**src/rtl/drum_div_pkg.sv**
```systemverilog
// drum_div_pkg: shared types, default sizes and helpers for the drum_div divider.
// Related build option: DRUM_DIV_DBZ_EN (zero-divisor flag on the result).
package drum_div_pkg;

  localparam int DEF_K = 6;
  localparam int DEF_N = 8;
  localparam int DEF_M = 8;

  typedef enum logic [1:0] {
    IDLE = 2'd0,
    PREP = 2'd1,
    DIV  = 2'd2,
    DONE = 2'd3
  } state_t;

  // One's-complement magnitude of a sign-extended operand.
  // Negative values become ~v, which is -v-1 and never overflows.
  function automatic logic [31:0] ones_mag(input logic [31:0] v);
    return v[31] ? ~v : v;
  endfunction

endpackage

```
**src/rtl/drum_div_if.sv**
```systemverilog
// drum_div_if: operand/result handshake bundle for drum_div.
// With DRUM_DIV_DBZ_EN defined the bundle also carries the dbz flag.
interface drum_div_if
  import drum_div_pkg::*;
#(
  parameter int N = DEF_N,
  parameter int M = DEF_M
) ();

  logic         in_valid;
  logic         in_ready;
  logic [N-1:0] a;
  logic [M-1:0] b;
  logic         out_valid;
  logic         out_ready;
  logic [N-1:0] q;
`ifdef DRUM_DIV_DBZ_EN
  logic         dbz;

  modport master (
    output in_valid, a, b, out_ready,
    input  in_ready, out_valid, q, dbz
  );

  modport slave (
    input  in_valid, a, b, out_ready,
    output in_ready, out_valid, q, dbz
  );
`else
  modport master (
    output in_valid, a, b, out_ready,
    input  in_ready, out_valid, q
  );

  modport slave (
    input  in_valid, a, b, out_ready,
    output in_ready, out_valid, q
  );
`endif

endinterface

```
**src/rtl/drum_div_trunc.sv**
```systemverilog
// drum_div_trunc: dynamic-range truncation of the divisor magnitude.
// Keeps K significant bits from the leading one down, forces the lowest kept
// bit to one and clears everything below it. Purely combinational.
module drum_div_trunc
  import drum_div_pkg::*;
#(
  parameter int K = DEF_K,
  parameter int M = DEF_M
) (
  input  logic [M-1:0] b_mag,
  output logic [M-1:0] d
);

  localparam int PW = $clog2(M);

  logic [PW-1:0] lead;
  logic [PW-1:0] shift;
  logic [M-1:0]  step;

  // Leading-one index: the highest set bit wins; zero input reports 0.
  always_comb begin
    lead = '0;
    for (int i = 0; i < M; i++) begin
      if (b_mag[i]) lead = PW'(i);
    end
  end

  // Short divisors pass unchanged; long ones keep a K-bit window with a forced-one LSB.
  always_comb begin
    shift = '0;
    step  = '0;
    d     = b_mag;
    if (lead > PW'(K - 1)) begin
      shift = lead - PW'(K - 1);
      step  = M'(1) << shift;
      d     = (b_mag & ~(step - M'(1))) | step;
    end
  end

endmodule

```
**src/rtl/drum_div.sv**
```systemverilog
// drum_div: sequential approximate signed divider using a DRUM-truncated divisor.
// Operands are taken in IDLE, one quotient bit is produced per cycle, and the
// result is held under out_valid until accepted.
// Build option DRUM_DIV_DBZ_EN adds the dbz (zero divisor) result flag.
module drum_div
  import drum_div_pkg::*;
#(
  parameter int K = DEF_K,
  parameter int N = DEF_N,
  parameter int M = DEF_M
) (
  input logic       clk,
  input logic       rst_n,
  drum_div_if.slave bus
);

  localparam int CW = $clog2(N);
  localparam int AW = N - 1;
  localparam int RW = M + 1;

  state_t         state_reg, state_next;
  logic [AW-1:0]  a_mag_reg;
  logic [M-1:0]   d_reg;
  logic           sign_reg;
  logic [RW-1:0]  r_reg;
  logic [CW-1:0]  cnt_reg;
  logic [AW-1:0]  quo_reg;
  logic [N-1:0]   q_reg;

  logic [AW-1:0]  a_mag;
  logic [M-1:0]   b_mag;
  logic [M-1:0]   d_trunc;
  logic           last_step;
  logic [RW:0]    r_shift;
  logic           r_ge;
  logic [AW-1:0]  quo_next;
  logic [N-1:0]   q_mag;

  // The magnitudes always have a clear MSB, so only AW bits of a are kept.
  assign a_mag = AW'(ones_mag(32'(signed'(bus.a))));
  assign b_mag = M'(ones_mag(32'(signed'(bus.b))));

  drum_div_trunc #(
    .K (K),
    .M (M)
  ) u_trunc (
    .b_mag (b_mag),
    .d     (d_trunc)
  );

  // R stays below D (< 2^(M-1)), so one extra bit on the shifted value is ample.
  assign r_shift   = {r_reg, a_mag_reg[cnt_reg]};
  assign r_ge      = r_shift >= {2'b00, d_reg};
  assign quo_next  = {quo_reg[AW-2:0], r_ge};
  assign q_mag     = {1'b0, quo_next};
  assign last_step = (state_reg == DIV) && (cnt_reg == '0);

  // State register.
  always_ff @(posedge clk or negedge rst_n) begin
    if (!rst_n) state_reg <= IDLE;
    else        state_reg <= state_next;
  end

  // Next-state and handshake outputs; ready and valid live in disjoint states.
  always_comb begin
    state_next    = state_reg;
    bus.in_ready  = 1'b0;
    bus.out_valid = 1'b0;
    unique case (state_reg)
      IDLE: begin
        bus.in_ready = 1'b1;
        if (bus.in_valid) state_next = PREP;
      end
      PREP: state_next = DIV;
      DIV: begin
        if (cnt_reg == '0) state_next = DONE;
      end
      DONE: begin
        bus.out_valid = 1'b1;
        if (bus.out_ready) state_next = IDLE;
      end
      default: state_next = IDLE;
    endcase
  end

  // Datapath: capture operands, run the restoring loop, load the quotient once.
  always_ff @(posedge clk or negedge rst_n) begin
    if (!rst_n) begin
      a_mag_reg <= '0;
      d_reg     <= '0;
      sign_reg  <= 1'b0;
      r_reg     <= '0;
      cnt_reg   <= '0;
      quo_reg   <= '0;
      q_reg     <= '0;
    end else begin
      case (state_reg)
        IDLE: begin
          if (bus.in_valid) begin
            a_mag_reg <= a_mag;
            d_reg     <= d_trunc;
            sign_reg  <= bus.a[N-1] ^ bus.b[M-1];
          end
        end
        PREP: begin
          r_reg   <= '0;
          cnt_reg <= CW'(N - 2);
          quo_reg <= '0;
        end
        DIV: begin
          r_reg   <= r_ge ? RW'(r_shift - {2'b00, d_reg}) : RW'(r_shift);
          quo_reg <= quo_next;
          if (last_step) q_reg <= sign_reg ? ~q_mag : q_mag;
          else           cnt_reg <= cnt_reg - CW'(1);
        end
        default: ;
      endcase
    end
  end

  assign bus.q = q_reg;

`ifdef DRUM_DIV_DBZ_EN
  logic dbz_reg;

  // Zero-divisor flag, loaded on the same edge as the quotient.
  always_ff @(posedge clk or negedge rst_n) begin
    if (!rst_n)         dbz_reg <= 1'b0;
    else if (last_step) dbz_reg <= (d_reg == '0);
  end

  assign bus.dbz = dbz_reg;
`endif

endmodule

```
**src/flat_wrapper.sv**
```systemverilog
// flat-port wrapper written by rule: the top's interface ports become plain ports
module drum_div_flat import drum_div_pkg::*;
#(
  parameter int K = DEF_K,
  parameter int N = DEF_N,
  parameter int M = DEF_M
)
  (clk, rst_n, bus_in_valid, bus_a, bus_b, bus_out_ready, bus_in_ready, bus_out_valid, bus_q);
  drum_div_if #(.N(N), .M(M)) bus_i ();
  input logic clk;
  input logic rst_n;
  input wire logic [$bits(bus_i.in_valid)-1:0] bus_in_valid;
  input wire logic [$bits(bus_i.a)-1:0] bus_a;
  input wire logic [$bits(bus_i.b)-1:0] bus_b;
  input wire logic [$bits(bus_i.out_ready)-1:0] bus_out_ready;
  output wire logic [$bits(bus_i.in_ready)-1:0] bus_in_ready;
  output wire logic [$bits(bus_i.out_valid)-1:0] bus_out_valid;
  output wire logic [$bits(bus_i.q)-1:0] bus_q;
  assign bus_i.in_valid = bus_in_valid;
  assign bus_i.a = bus_a;
  assign bus_i.b = bus_b;
  assign bus_i.out_ready = bus_out_ready;
  assign bus_in_ready = bus_i.in_ready;
  assign bus_out_valid = bus_i.out_valid;
  assign bus_q = bus_i.q;
  drum_div #(.K(K), .N(N), .M(M)) u_core (.clk(clk), .rst_n(rst_n), .bus(bus_i));
endmodule
```
**config.mk**
```make
export PLATFORM = sky130hd
export DESIGN_NAME = drum_div_flat
export DESIGN_NICKNAME = d
export VERILOG_FILES = /design/src/rtl/drum_div_pkg.sv /design/src/rtl/drum_div_if.sv /design/src/rtl/drum_div_trunc.sv /design/src/rtl/drum_div.sv /design/src/flat_wrapper.sv
export SDC_FILE = /design/constraint.sdc
export NUM_CORES = 1
export LEC_CHECK = 0
export ABC_CLOCK_PERIOD_IN_PS = 2500
export CORE_MARGIN = 2
export CORE_UTILIZATION = 41
export CTS_BUF_LIST = sky130_fd_sc_hd__clkbuf_4
export DETAILED_ROUTE_END_ITERATION = 7
export PLACE_DENSITY_LB_ADDON = 0.08
export SLEW_MARGIN = 30
export SYNTH_ARGS = -nofsm -noshare
export SYNTH_HDL_FRONTEND = slang
export SYNTH_HIERARCHICAL = 1
export SYNTH_SLANG_ARGS = --single-unit
```
**constraint.sdc**
```tcl
create_clock -name clk -period 2.5 [get_ports clk]
set_input_delay 0.375 -clock clk [delete_from_list [all_inputs] [get_ports clk]]
set_output_delay 0.375 -clock clk [all_outputs]
set_load 0.01 [all_outputs]
```
# After elaboration in Yosys (flattened, before gate mapping)
# Cells that the tools add are included.
totals:
  reg_bits: 44
  latch_bits: 0
  ram_bits: 0
  mem_bits_ro: 0
  input_bits: 20
  output_inout_bits: 10
  word_cells: 62
  n_memories: 0
classes:
  add_sub_neg: 4
  mul: 0
  div_mod_pow: 0
  magnitude_cmp: 3
  n_eq_ne: 7
  shift: 1
  mux: 24
  n_bitwise: 7
  n_reduce_logical: 8
ops:
  columns: ["op", "count"]
  rows:
  - ["$mux 8", 3]
  - ["$mux 3", 7]
  - ["$pmux 9 s2", 1]
  - ["$not 8->8", 2]
  - ["$pmux 6 s2", 1]
  - ["$ge 10x8->1", 1]
  - ["$mux 9", 1]
  - ["$sub 9x8->9", 1]
  - ["$and 8x8->8", 1]
  - ["$ne 2x2->1 const B", 4]
  - ["$not 7->8", 1]
  - ["$or 8x8->8", 1]
  - ["$pmux 2 s4", 1]
  - ["$shl 1x3->8 const A", 1]
  - ["$sub 8x1->8 const B", 1]
  - ["$mux 7", 1]
  - ["$not 7->7", 1]
  - ["$mux 2", 3]
  - ["$pmux 3 s2", 1]
  - ["$reduce_and 2->1", 3]
  - ["$eq 2x2->1 const B", 2]
  - ["$lt 3x4->1 const B", 1]
  - ["$mux 1", 4]
  - ["$bmux 1 s3", 1]
  - ["other kinds (10)", 10]

# Logic depth before layout (Yosys ltp)
logic_depth:
  depth_word: 16
  depth_mapped: 11
  depth_no_buf: 11

# By module
# The synthesis kept the hierarchy.
modules_own_cells:
  columns: ["module", "instances", "cells_per_inst", "area_per_inst_um2", "seq_area_each_um2"]
  rows:
  - ["drum_div", 1, 272, 2615.0, 1101.1]
  - ["drum_div_trunc", 1, 17, 86.3, 0.0]

# Least setup slack after synthesis
# OpenSTA, ideal clock, no wires.
synth_path:
  kind: "register -> register"
  startpoint: "register u_core.cnt_reg[0]"
  endpoint: "register u_core.r_reg[7]"
  t_arrival_ns: 2.360
  t_required_ns: 2.396
  slack_ns: 0.036
  stages_incl_launch_ff: 10
  n_path_buf: 0
  cell_sequence: "dfrtp_1 > mux4_2 > o21ai_0 > ha_1 > fa_1 > nand2b_1 > a21o_1 > a21o_1 > a221o_1 > o311ai_1"
synth_between:
  elab_chain_cells: 5
  elab_cells_between_ends: 6
  cone_classes: "1 x add/sub; 1 x order compare; 4 x mux"
synth_rtl:
  columns: ["element", "line", "source"]
  rows:
  - ["from (decl)", "drum_div.sv:26", "logic [CW-1:0] cnt_reg;"]
  - ["from (signal assigned)", "drum_div.sv:107", "cnt_reg <= CW'(N - 2);"]
  - ["from (signal assigned)", "drum_div.sv:114", "else cnt_reg <= cnt_reg - CW'(1);"]
  - ["$bmux 1 s3 *", "drum_div.sv:52", "assign r_shift = {r_reg, a_mag_reg[cnt_reg]};"]
  - ["$mux 1 (implied by the code) *", "drum_div.sv:52", null]
  - ["$sub 9x8->9 / $ge 10x8->1 (equally long branches)", "drum_div.sv:111, drum_div.sv:53", null]
  - ["$mux 9 *", "drum_div.sv:111", "r_reg <= r_ge ? RW'(r_shift - {2'b00, d_reg}) : RW'(r_shift);"]
  - ["$pmux 9 s2 *", "drum_div.sv:97", "case (state_reg)"]
  - ["to (signal assigned)", "drum_div.sv:111", null]
  - ["to (decl)", "drum_div.sv:25", "logic [RW-1:0] r_reg;"]
# Mark *: on every way between the ends. The rest lies on a longest branch, timed or not. The select of a mux whose other input is x is not followed.
# A chain may end at the register's enable or synchronous reset.

# Final worst setup path
# Same ends and word-level chain as after synthesis.

==> impl_metrics.ini <==
[synth]
yosys_warnings = 6
synthDistinctLibCells = 59
syn_avg_cell_area_um2 = 9.35
synth_edf_count = 0
synthCells = 289
ys.flop_type = dfrtp_1
ys_ff_latch = 44
ys_seq_area_share_pct = 40.8
ys_async_sr_fraction_pct = 100
syn_area_um2 = 2700

[final_layout]
nNetsFinal = 367
largest_register_ffs = 9
diodes = 0
final_common_cell = dfrtp_1
layout_common_cells = dfrtp_1 (44), nand2_1 (36), clkdlybuf4s50_1 (28), inv_1 (25), o21ai_0 (25)
fin_cells = 409
drive_gt1_share_pct = 18.1
area_growth_pct = 24.2

[die]
die-area_um2 = 7250
core_area_um2 = 6350
ioPinCount = 30
rows = 29
die_w_um = 85.2
fp.dieH_um = 85.2
initial_core_util_pct = 42.5

[timing]
tightestPinTransition_ns = 0.570
period_minus_slack_ns = 2.54
rsz0062_at_grt = yes
post-route-period-util_pct = 102
finalClockSkew_ns = 0.0110
max_freq_mhz = 393
slew_violations = 0
layout_setup_ws_ns = -0.0421
finalHoldViolCount = 0
finalSetupViolations = 4
max_slew_margin_pct = 61.9

[pwr]
power.density_nw_per_um2 = 1160
power_leakage_uw = 0.00146
total_power_uw = 3890
vdd_drop_max_mv = 0.597

[routing]
wl_per_cell_um = 14.1
drt_iter0_drc = 92
wl_met2_um = 2630
firstDrtPassIters = 4
wl_met1_um = 2830
drtAntennaViolNets = 0
via_per_inst = 5.32
routed.top_layer = met4
via_count = 2174
wl_met3_um = 205
wl_um = 5760
drc_errors = 0

[status]
status = finished with violations
violations = setup timing

[clock_tree]
clkLatencyLatePin_ns = 0.36
clk_pin_slew_ns = 0.13
cts_sinks = 44
numCtsBuffers = 5
tritoncts = done
clockBufferDepth = 2
ctsHtreeMaxLevel = 2
cts_root_buffer = clkbuf_4

[place]
place_ws_ns = -0.201
gp_congestion = 0.856
port_buffers = 29
dpl.hpwl_um = 4180
dp.cells = 398

[worst_setup_path]
crit_arrival_ns = 2.81
crit_path_end_kind = flip-flop
required_ns = 2.77
critical_path_class = reg -> reg
crit_path_start_kind = flip-flop
rr_worst_depth = 9
worstPathMaxFanout = 4

[global_routing]
grt_usage_pct = 16.7
grt_start_max_net_pins = 25
grt_overflow_total = 0
grt_pass1_vias = 2086
antenna_found_initial = 0
grt_first_pass_wirelength_um = 9710

[min_path]
min_path_type = in -> async

[run]
timing.max_cap.violations = 0
[timing repair]
item | in CTS | in global routing
buffers inserted | 1 | 1
hold buffers | 1 | 0
endpoints found under the hold margin | 10 | 0
setup endpoints to repair | 11 | 11
cloned | 0 | 1
resized for setup | 10 | 15
pin swaps | 2 | 10
[Yosys cell counts (all sizes together), types with 4 or more instances]
library cell  count  share of area, %
clkbuf           12               1.7
a21o              5               1.4
o311ai            4               1.3
o21ai            27               5.0
nand3             7               1.3
nor3              4              0.74
mux2              8               3.3
a21oi             8               1.6
a221o             4               1.5
dfrtp            44                41
xnor2            15               4.9
inv              26               3.6
buf               4               1.1
ha               14               6.5
xor2              9               2.9
nand2            38               5.5
nor2             14               1.9
[path summary, 6_finish.rpt]
path | start | slack, ns | end
min in group clk | u_core/bus.q[2] | 0.49 | u_core/bus.q[2]
worst max register to register | u_core/cnt_reg[0] | -0.04 | u_core/r_reg[7]
max in group asynchronous | rst_n | 1.57 | u_core/d_reg[0]
worst min-delay path | rst_n | 0.40 | u_core/bus.q[2]
worst min register to register | u_core/bus.q[2] | 0.49 | u_core/bus.q[2]
worst max-delay path | u_core/cnt_reg[0] | -0.04 | u_core/r_reg[7]
[through the flow]
| step | hold slack [ns] | TNS, ns | cell area (µm²) | utilization [%] |
|---|---|---|---|---|
| 2_1_floorplan | 0.0794 | 0 | 2720 | - |
| 3_3_place_gp | 0.261 | -0.747 | 3140 | 49.4 |
| 3_5_place_dp | 0.267 | -1.31 | 3140 | 49.4 |
| 4_1_cts | 0.392 | -0.269 | 3240 | 51.0 |
| 5_1_grt | 0.402 | -1.24 | 3350 | 52.8 |
| 6_report | 0.397 | -0.0893 | 3350 | 52.8 |
[layout make-up]
class                      count  area (µm²)
fill                         603        3000
multi-input combinational    207        1580
sequential                    44        1100
timing repair buffer          47         427
inverter                      27         101
tap                           77        96.3
clock buffer                   5        37.5
clock inverter                 2        12.5
[logic make-up after synthesis]
group | share of synthesized area (%)
AO/OA/AOI/OAI | 19.5
AND/OR/NAND/NOR | 13.2
buffers and inverters | 6.48
other | 0.139
XOR/XNOR | 7.78
adder cells (fa/ha/maj) | 7.23
flip-flops | 40.8
multiplexers | 4.91
[metal layers]
| metal | GRT usage (%) | up-vias |
|---|---|---|
| met1 | 23.3 | 1027 |
| li1 | - | 1085 |
| met3 | 2.72 | 9 |
| met2 | 26.1 | 53 |
| met4 | 6.64 | 0 |
| met5 | 0 | - |
[power by group]
group          total, µW  switching, µW  leakage [µW]  internal (µW)
sequential          1160            193      0.000571            967
clock                337            234     0.0000271            103
combinational       2390           1350      0.000859           1040
[critical path, cell delays in order (launching register included)]
cell	delay (ns)
dfrtp_1	0.44
mux4_2	0.35
o21ai_2	0.07
ha_2	0.20
fa_2	0.34
nand2b_4	0.16
a21o_4	0.23
a21o_4	0.23
a221o_1	0.36
o311ai_2	0.08
Power figures use the tool's default switching activity.
